`src/rtl/ap_txn_profiler_if.sv`:
```
// ap_ctrl handshake of one monitored module plus the valid/ready stream of
// per-transaction timing records produced by the profiler.
interface ap_txn_profiler_if #(
  parameter int CNT_W = 32,
  parameter int ID_W  = 16
);
  logic             ap_start;
  logic             ap_ready;
  logic             ap_done;
  logic             ap_continue;
  logic             finish;
  logic             rec_valid;
  logic             rec_ready;
  logic [ID_W-1:0]  rec_id;
  logic [CNT_W-1:0] rec_start;
  logic [CNT_W-1:0] rec_end;
  logic [CNT_W-1:0] rec_latency;

  modport master (
    output ap_start, ap_ready, ap_done, ap_continue, finish, rec_ready,
    input  rec_valid, rec_id, rec_start, rec_end, rec_latency
  );

  modport slave (
    input  ap_start, ap_ready, ap_done, ap_continue, finish, rec_ready,
    output rec_valid, rec_id, rec_start, rec_end, rec_latency
  );
endinterface

```
`src/rtl/ap_txn_profiler.sv`:
```
// Pairs each accepted ap_start with its completion and buffers
// {id, start, end, latency} records in a first-word-fall-through FIFO.
module ap_txn_profiler #(
  parameter int CNT_W     = 32,
  parameter int ID_W      = 16,
  parameter int MAX_OUT   = 4,
  parameter int OUT_DEPTH = 8
) (
  input  logic                         clock,
  input  logic                         reset,
  ap_txn_profiler_if.slave             bus,
  output logic [$clog2(MAX_OUT+1)-1:0] pending,
  output logic [1:0]                   state,
  output logic                         ovf_err,
  output logic                         unf_err,
  output logic                         done_flush
);

  localparam int PW  = $clog2(MAX_OUT + 1);
  localparam int QAW = (MAX_OUT > 1) ? $clog2(MAX_OUT) : 1;
  localparam int FAW = (OUT_DEPTH > 1) ? $clog2(OUT_DEPTH) : 1;
  localparam int FCW = $clog2(OUT_DEPTH + 1);

  typedef enum logic [1:0] {IDLE = 2'd0, RUN = 2'd1, DRAIN = 2'd2, DONE = 2'd3} state_t;

  typedef struct packed {
    logic [ID_W-1:0]  id;
    logic [CNT_W-1:0] ts;
  } start_t;

  typedef struct packed {
    logic [ID_W-1:0]  id;
    logic [CNT_W-1:0] t_start;
    logic [CNT_W-1:0] t_end;
  } rec_t;

  state_t           st_q, st_d;
  logic [CNT_W-1:0] cyc;
  logic [ID_W-1:0]  id_cnt;

  start_t           q_mem [MAX_OUT];
  logic [QAW-1:0]   q_rd, q_wr;
  logic [PW-1:0]    q_cnt;

  rec_t             f_mem [OUT_DEPTH];
  logic [FAW-1:0]   f_rd, f_wr;
  logic [FCW-1:0]   f_cnt;
  rec_t             head;

  logic active, accept, complete;
  logic q_empty, q_full, f_empty, f_full;
  logic pop, q_pop, q_push, rec_make, f_push, ovf_set, unf_set;
  rec_t rec_new;

  function automatic logic [QAW-1:0] q_inc(input logic [QAW-1:0] p);
    return (p == QAW'(MAX_OUT - 1)) ? '0 : p + QAW'(1);
  endfunction

  function automatic logic [FAW-1:0] f_inc(input logic [FAW-1:0] p);
    return (p == FAW'(OUT_DEPTH - 1)) ? '0 : p + FAW'(1);
  endfunction

  // NOTE: every signal gets a value before any branch, so no path can leave a latch behind.
  always_comb begin
    active   = (st_q == IDLE) || (st_q == RUN);
    accept   = active & bus.ap_start & bus.ap_ready;
    complete = active & bus.ap_done & bus.ap_continue;
    q_empty  = (q_cnt == '0);
    q_full   = (q_cnt == PW'(MAX_OUT));
    f_empty  = (f_cnt == '0);
    f_full   = (f_cnt == FCW'(OUT_DEPTH));
    pop      = !f_empty & bus.rec_ready;
    q_pop    = complete & !q_empty;
    // Accept+complete on an empty queue bypasses it entirely.
    q_push   = accept & !(complete & q_empty) & (!q_full | q_pop);
    rec_make = complete & (!q_empty | accept);
    f_push   = rec_make & (!f_full | pop);
    unf_set  = complete & q_empty & !accept;
    ovf_set  = (accept & q_full & !q_pop) | (rec_make & f_full & !pop);

    rec_new.id      = q_empty ? id_cnt : q_mem[q_rd].id;
    rec_new.t_start = q_empty ? cyc    : q_mem[q_rd].ts;
    rec_new.t_end   = cyc;
  end

  always_comb begin
    st_d = st_q;
    unique case (st_q)
      IDLE:  if (bus.finish) st_d = DRAIN;
             else if (accept) st_d = RUN;
      RUN:   if (bus.finish) st_d = DRAIN;
      DRAIN: if (f_empty && !f_push) st_d = DONE;
      DONE:  st_d = DONE;
    endcase
  end

  // NOTE: buffer storage carries no reset; the counters alone say which slots hold data.
  always_ff @(posedge clock) begin
    if (q_push) q_mem[q_wr] <= '{id: id_cnt, ts: cyc};
    if (f_push) f_mem[f_wr] <= rec_new;
  end

  // NOTE: state updates use non-blocking assignment so every register samples pre-edge values.
  always_ff @(posedge clock or posedge reset) begin
    if (reset) begin
      st_q    <= IDLE;
      cyc     <= '0;
      id_cnt  <= '0;
      q_rd    <= '0;
      q_wr    <= '0;
      q_cnt   <= '0;
      f_rd    <= '0;
      f_wr    <= '0;
      f_cnt   <= '0;
      ovf_err <= 1'b0;
      unf_err <= 1'b0;
    end else begin
      st_q <= st_d;
      if (st_q != DONE) cyc <= cyc + CNT_W'(1);
      // The id advances even when the entry is dropped, leaving a visible gap.
      if (accept) id_cnt <= id_cnt + ID_W'(1);
      if (q_push) q_wr <= q_inc(q_wr);
      if (q_pop)  q_rd <= q_inc(q_rd);
      q_cnt <= q_cnt + PW'(q_push) - PW'(q_pop);
      if (f_push) f_wr <= f_inc(f_wr);
      if (pop)    f_rd <= f_inc(f_rd);
      f_cnt <= f_cnt + FCW'(f_push) - FCW'(pop);
      if (ovf_set) ovf_err <= 1'b1;
      if (unf_set) unf_err <= 1'b1;
    end
  end

  assign head            = f_mem[f_rd];
  assign bus.rec_valid   = !f_empty;
  assign bus.rec_id      = f_empty ? '0 : head.id;
  assign bus.rec_start   = f_empty ? '0 : head.t_start;
  assign bus.rec_end     = f_empty ? '0 : head.t_end;
  assign bus.rec_latency = f_empty ? '0 : head.t_end - head.t_start;
  assign pending         = q_cnt;
  assign state           = st_q;
  assign done_flush      = (st_q == DONE);

endmodule

```
`src/flat_wrapper.sv`:
```
// flat-port wrapper written by rule: the top's interface ports become plain ports
module ap_txn_profiler_flat 
#(
  parameter int CNT_W     = 32,
  parameter int ID_W      = 16,
  parameter int MAX_OUT   = 4,
  parameter int OUT_DEPTH = 8
)
  (clock, reset, pending, state, ovf_err, unf_err, done_flush, bus_ap_start, bus_ap_ready, bus_ap_done, bus_ap_continue, bus_finish, bus_rec_ready, bus_rec_valid, bus_rec_id, bus_rec_start, bus_rec_end, bus_rec_latency);
  ap_txn_profiler_if #(.CNT_W(CNT_W), .ID_W(ID_W)) bus_i ();
  input  logic clock;
  input  logic reset;
  output logic [$clog2(MAX_OUT+1)-1:0] pending;
  output logic [1:0] state;
  output logic ovf_err;
  output logic unf_err;
  output logic done_flush;
  input wire logic [$bits(bus_i.ap_start)-1:0] bus_ap_start;
  input wire logic [$bits(bus_i.ap_ready)-1:0] bus_ap_ready;
  input wire logic [$bits(bus_i.ap_done)-1:0] bus_ap_done;
  input wire logic [$bits(bus_i.ap_continue)-1:0] bus_ap_continue;
  input wire logic [$bits(bus_i.finish)-1:0] bus_finish;
  input wire logic [$bits(bus_i.rec_ready)-1:0] bus_rec_ready;
  output wire logic [$bits(bus_i.rec_valid)-1:0] bus_rec_valid;
  output wire logic [$bits(bus_i.rec_id)-1:0] bus_rec_id;
  output wire logic [$bits(bus_i.rec_start)-1:0] bus_rec_start;
  output wire logic [$bits(bus_i.rec_end)-1:0] bus_rec_end;
  output wire logic [$bits(bus_i.rec_latency)-1:0] bus_rec_latency;
  assign bus_i.ap_start = bus_ap_start;
  assign bus_i.ap_ready = bus_ap_ready;
  assign bus_i.ap_done = bus_ap_done;
  assign bus_i.ap_continue = bus_ap_continue;
  assign bus_i.finish = bus_finish;
  assign bus_i.rec_ready = bus_rec_ready;
  assign bus_rec_valid = bus_i.rec_valid;
  assign bus_rec_id = bus_i.rec_id;
  assign bus_rec_start = bus_i.rec_start;
  assign bus_rec_end = bus_i.rec_end;
  assign bus_rec_latency = bus_i.rec_latency;
  ap_txn_profiler #(.CNT_W(CNT_W), .ID_W(ID_W), .MAX_OUT(MAX_OUT), .OUT_DEPTH(OUT_DEPTH)) u_core (.clock(clock), .reset(reset), .bus(bus_i), .pending(pending), .state(state), .ovf_err(ovf_err), .unf_err(unf_err), .done_flush(done_flush));
endmodule
```
`config.mk`:
```
export PLATFORM = sky130hd
export DESIGN_NAME = ap_txn_profiler_flat
export DESIGN_NICKNAME = d
export VERILOG_FILES = /design/src/rtl/ap_txn_profiler_if.sv /design/src/rtl/ap_txn_profiler.sv /design/src/flat_wrapper.sv
export SDC_FILE = /design/constraint.sdc
export NUM_CORES = 1
export LEC_CHECK = 0
export ABC_CLOCK_PERIOD_IN_PS = 11100
export CAP_MARGIN = 20
export CORE_MARGIN = 3
export CORE_UTILIZATION = 59
export DETAILED_ROUTE_END_ITERATION = 6
export GPL_TIMING_DRIVEN = 0
export PLACE_DENSITY = 0.81
export SYNTH_ARGS = -nofsm -noshare
export SYNTH_HDL_FRONTEND = slang
export SYNTH_SLANG_ARGS = --single-unit
```
`constraint.sdc`:
```
create_clock -name clock -period 11.1 [get_ports clock]
set_clock_uncertainty 0.2 [all_clocks]
set_input_delay 2.22 -clock clock [delete_from_list [all_inputs] [get_ports clock]]
set_output_delay 2.22 -clock clock [all_outputs]
set_load 0.05 [all_outputs]
```
==> results.yml <==
placement:
  portBuffers: 128
  place_hpwl_um: 57700
  place.gp.congestion: 0.906
logic_synthesis:
  synth_area_leaders: "edfxtp_1 (68%), mux4_2 (13%), dfrtp_1 (4.7%)"
  synthDominantAreaCellType: "edfxtp_1"
  synth_area_per_cell_um2: 19.4
  ys_seq_area_frac: 0.724
  netlist_instances: 1899
  synthArstFlopShare: 0.0766
  synth_cell_type_count: 52
  syn_nets: 1961
  yosysWarnings: 0
  synth-seq-cells: 901
  ys.flop_type: "edfxtp_1"
  yosys.area.top_type_share: 0.678
  netlist_area_um2: 36900
  synth_edf_count: 832
layout:
  final_nets: 2241
  mostFrequentLayoutCells: "edfxtp_1 (832), mux4_2 (208), clkdlybuf4s50_1 (128)"
  syn_to_final_growth_pct: 16.2
  post-route-util: 0.694
  layout.cells.most_common: "edfxtp_1"
  drive_above_1_share: 0.238
timing:
  fin_crit_ps: 9530
  max_freq_mhz: 105
  slew_violations: 0
  finalHoldViolCount: 0
  whs_ps: 284
  period_share: 0.858
  rsz0062_at_grt: "false"
  tightest_slew_ps: 1140
  relSlewSlack: 0.242
  setup_violations: 0
critical_path:
  cp-end-kind: "primary output"
  reg2reg_to: "u_core.f_cnt[2]$_DFF_PP0_"
  cp_max_fo: 10
  r2r_setup_slack_ps: 7070
  critPathLaunchType: "register"
  critical_path_arrival_ps: 7110
  r2r_start: "u_core.f_cnt[2]$_DFF_PP0_"
  worstSetupPathType: "register to primary output"
  crit_start: "u_core.f_rd[1]$_DFFE_PP0P_"
  crit_required_ps: 8680
  ff2ff_path_depth: 12
power:
  power_leakage_nw: 15.3
  p_per_area_nw_per_um2: 305
  peakVddDrop_v: 0.000481
cts:
  cts_root_buf: "clkbuf_16"
  numCtsBuffers: 83
  htreeDepth: 3
  post_cts_resized: 0
  clk_latency_ps: 630
  ctsHoldBuffers: 0
  cts.sinks: 901
  path_clk_slew_ps: 60
  cts_setup_buffers: 0
  cts.path.max_buffers: 3
  cts_tree: "done"
detailed_routing:
  drt-initial-drc-count: 2621
  ant_nets: 0
  post_drt_wl_per_cell_um: 28.9
  first_pass_iters: 5
  route.vias.total: 20000
  via_per_inst: 6.49
  drc: 0
  finalWirelength_um: 89200
min_path:
  holdPathEnd: "u_core.unf_err$_DFFE_PP0P_"
  hold_class: "register to register"
  hold_depth: 1
  worstHoldStart: "u_core.unf_err$_DFFE_PP0P_"
floorplanning:
  io_pins: 129
  coreArea_um2: 61700
  die_area_um2: 65500
  start_util: 0.597
  rows: 91
  fp.dieW_um: 256
  die_y_um: 256
grt:
  grt_max_degree: 49
  track_usage: 0.277
  grt_pass1_wl_um: 134000
  antenna_found_initial: 1
  grt_pass1_vias: 20700
  grt_overflow: 0
job:
  maxCapViolations: 0
run_status:
  status: "completed"
## critical path: stages (launching register included)
cell and delay, ps:
dfrtp_1 370, buf_2 260, buf_2 310, buf_1 860, mux4_2 440, mux2i_1 370, ha_1 250, fa_1 220
and2b_1 220, o2111ai_1 520, nand2_1 230, a41oi_1 760, o41ai_2 260, a41oi_1 310, mux2i_1 260, clkdlybuf4s50_1 840
## where the power goes
group / switching (W) / leakage, nW / internal, W
Sequential: 0.0000705 / 9.18 / 0.00374
Clock: 0.00120 / 1.33 / 0.00166
Combinational: 0.00420 / 4.84 / 0.00217
Total: 0.00548 / 15.3 / 0.00757
## cell families after synthesis
group / count (synthesis) / share of synthesized area
flip-flops: 901 / 0.724
adder cells (fa/ha/maj): 54 / 0.0189
multiplexers: 349 / 0.168
buffers and inverters: 112 / 0.0129
XOR/XNOR: 72 / 0.0171
AO/OA/AOI/OAI: 106 / 0.0188
AND/OR/NAND/NOR: 305 / 0.0394
## how the worst max path moves through the flow
stage,end,slack [ps]
floorplan,u_core.f_mem[4][0]$_DFFE_PP_,1410
finish,bus_rec_latency[28],1570
CTS,bus_rec_latency[30],1630
global route,bus_rec_latency[28],1320
global placement,u_core.f_mem[3][49]$_DFFE_PP_,-5390
detailed placement,bus_rec_latency[30],2460
## final cells by class
type | count | area (um2)
antenna | 1 | 2.50
clock buffer | 112 | 2290
timing repair buffer | 195 | 2150
inverter | 24 | 92.6
fill | 3662 | 18900
sequential | 901 | 26700
multi-input combinational | 886 | 9740
clock inverter | 40 | 443
tap | 837 | 1050
buffer | 88 | 388
## Yosys cell counts, drive strengths merged (3+ instances only)
master and number:
edfxtp 832, mux4 208, nor2 108, mux2 87, dfrtp 69, nand2 64, mux2i 54, xnor2 52
ha 51, buf 46, clkbuf 42, and2 36, a21oi 31, inv 24, nand3 22, o21ai 20
xor2 20, nand4 17, nor3 16, and3 14, a21o 12, nand2b 10, o21a 8, a211oi 7
nor3b 7, o21bai 6, a31oi 5, a41oi 3, and4 3, fa 3
## per-layer routing
| metal | part of all wire | up-vias | GRT usage |
|---|---|---|---|
| li1 | - | 8181 | - |
| met1 | 0.38 | 10400 | 0.387 |
| met3 | 0.095 | 180 | 0.0525 |
| met4 | 0.032 | 0 | 0.103 |
| met5 | 0 | - | 0 |
| met2 | 0.49 | 1217 | 0.446 |
## through the flow
stage	power [W]	setup TNS, ps	setup WS [ps]	instance area, um2	instances
after CTS	0.0131	0	1630	42900	3083
after global placement	0.0101	-2407950	-5390	39200	2864
after global routing	0.0135	0	1320	42900	3083
after floorplan	0.00815	0	1410	36900	1899
after detailed placement	0.0102	0	2460	40100	2931
final	0.0131	0	1570	42900	3084
## flip-flops by register name, summed over array words and instances (netlist names)
signal and flops:
u_core.q_wr 2, u_core.f_cnt 4, u_core.pending 3, u_core.cyc 32, u_core.state 2, u_core.q_mem 192, u_core.f_wr 3, u_core.f_rd 3
u_core.id_cnt 16, u_core.f_mem 640, u_core.q_rd 2, u_core.unf_err 1, u_core.ovf_err 1
Power figures use the tool's default switching activity.
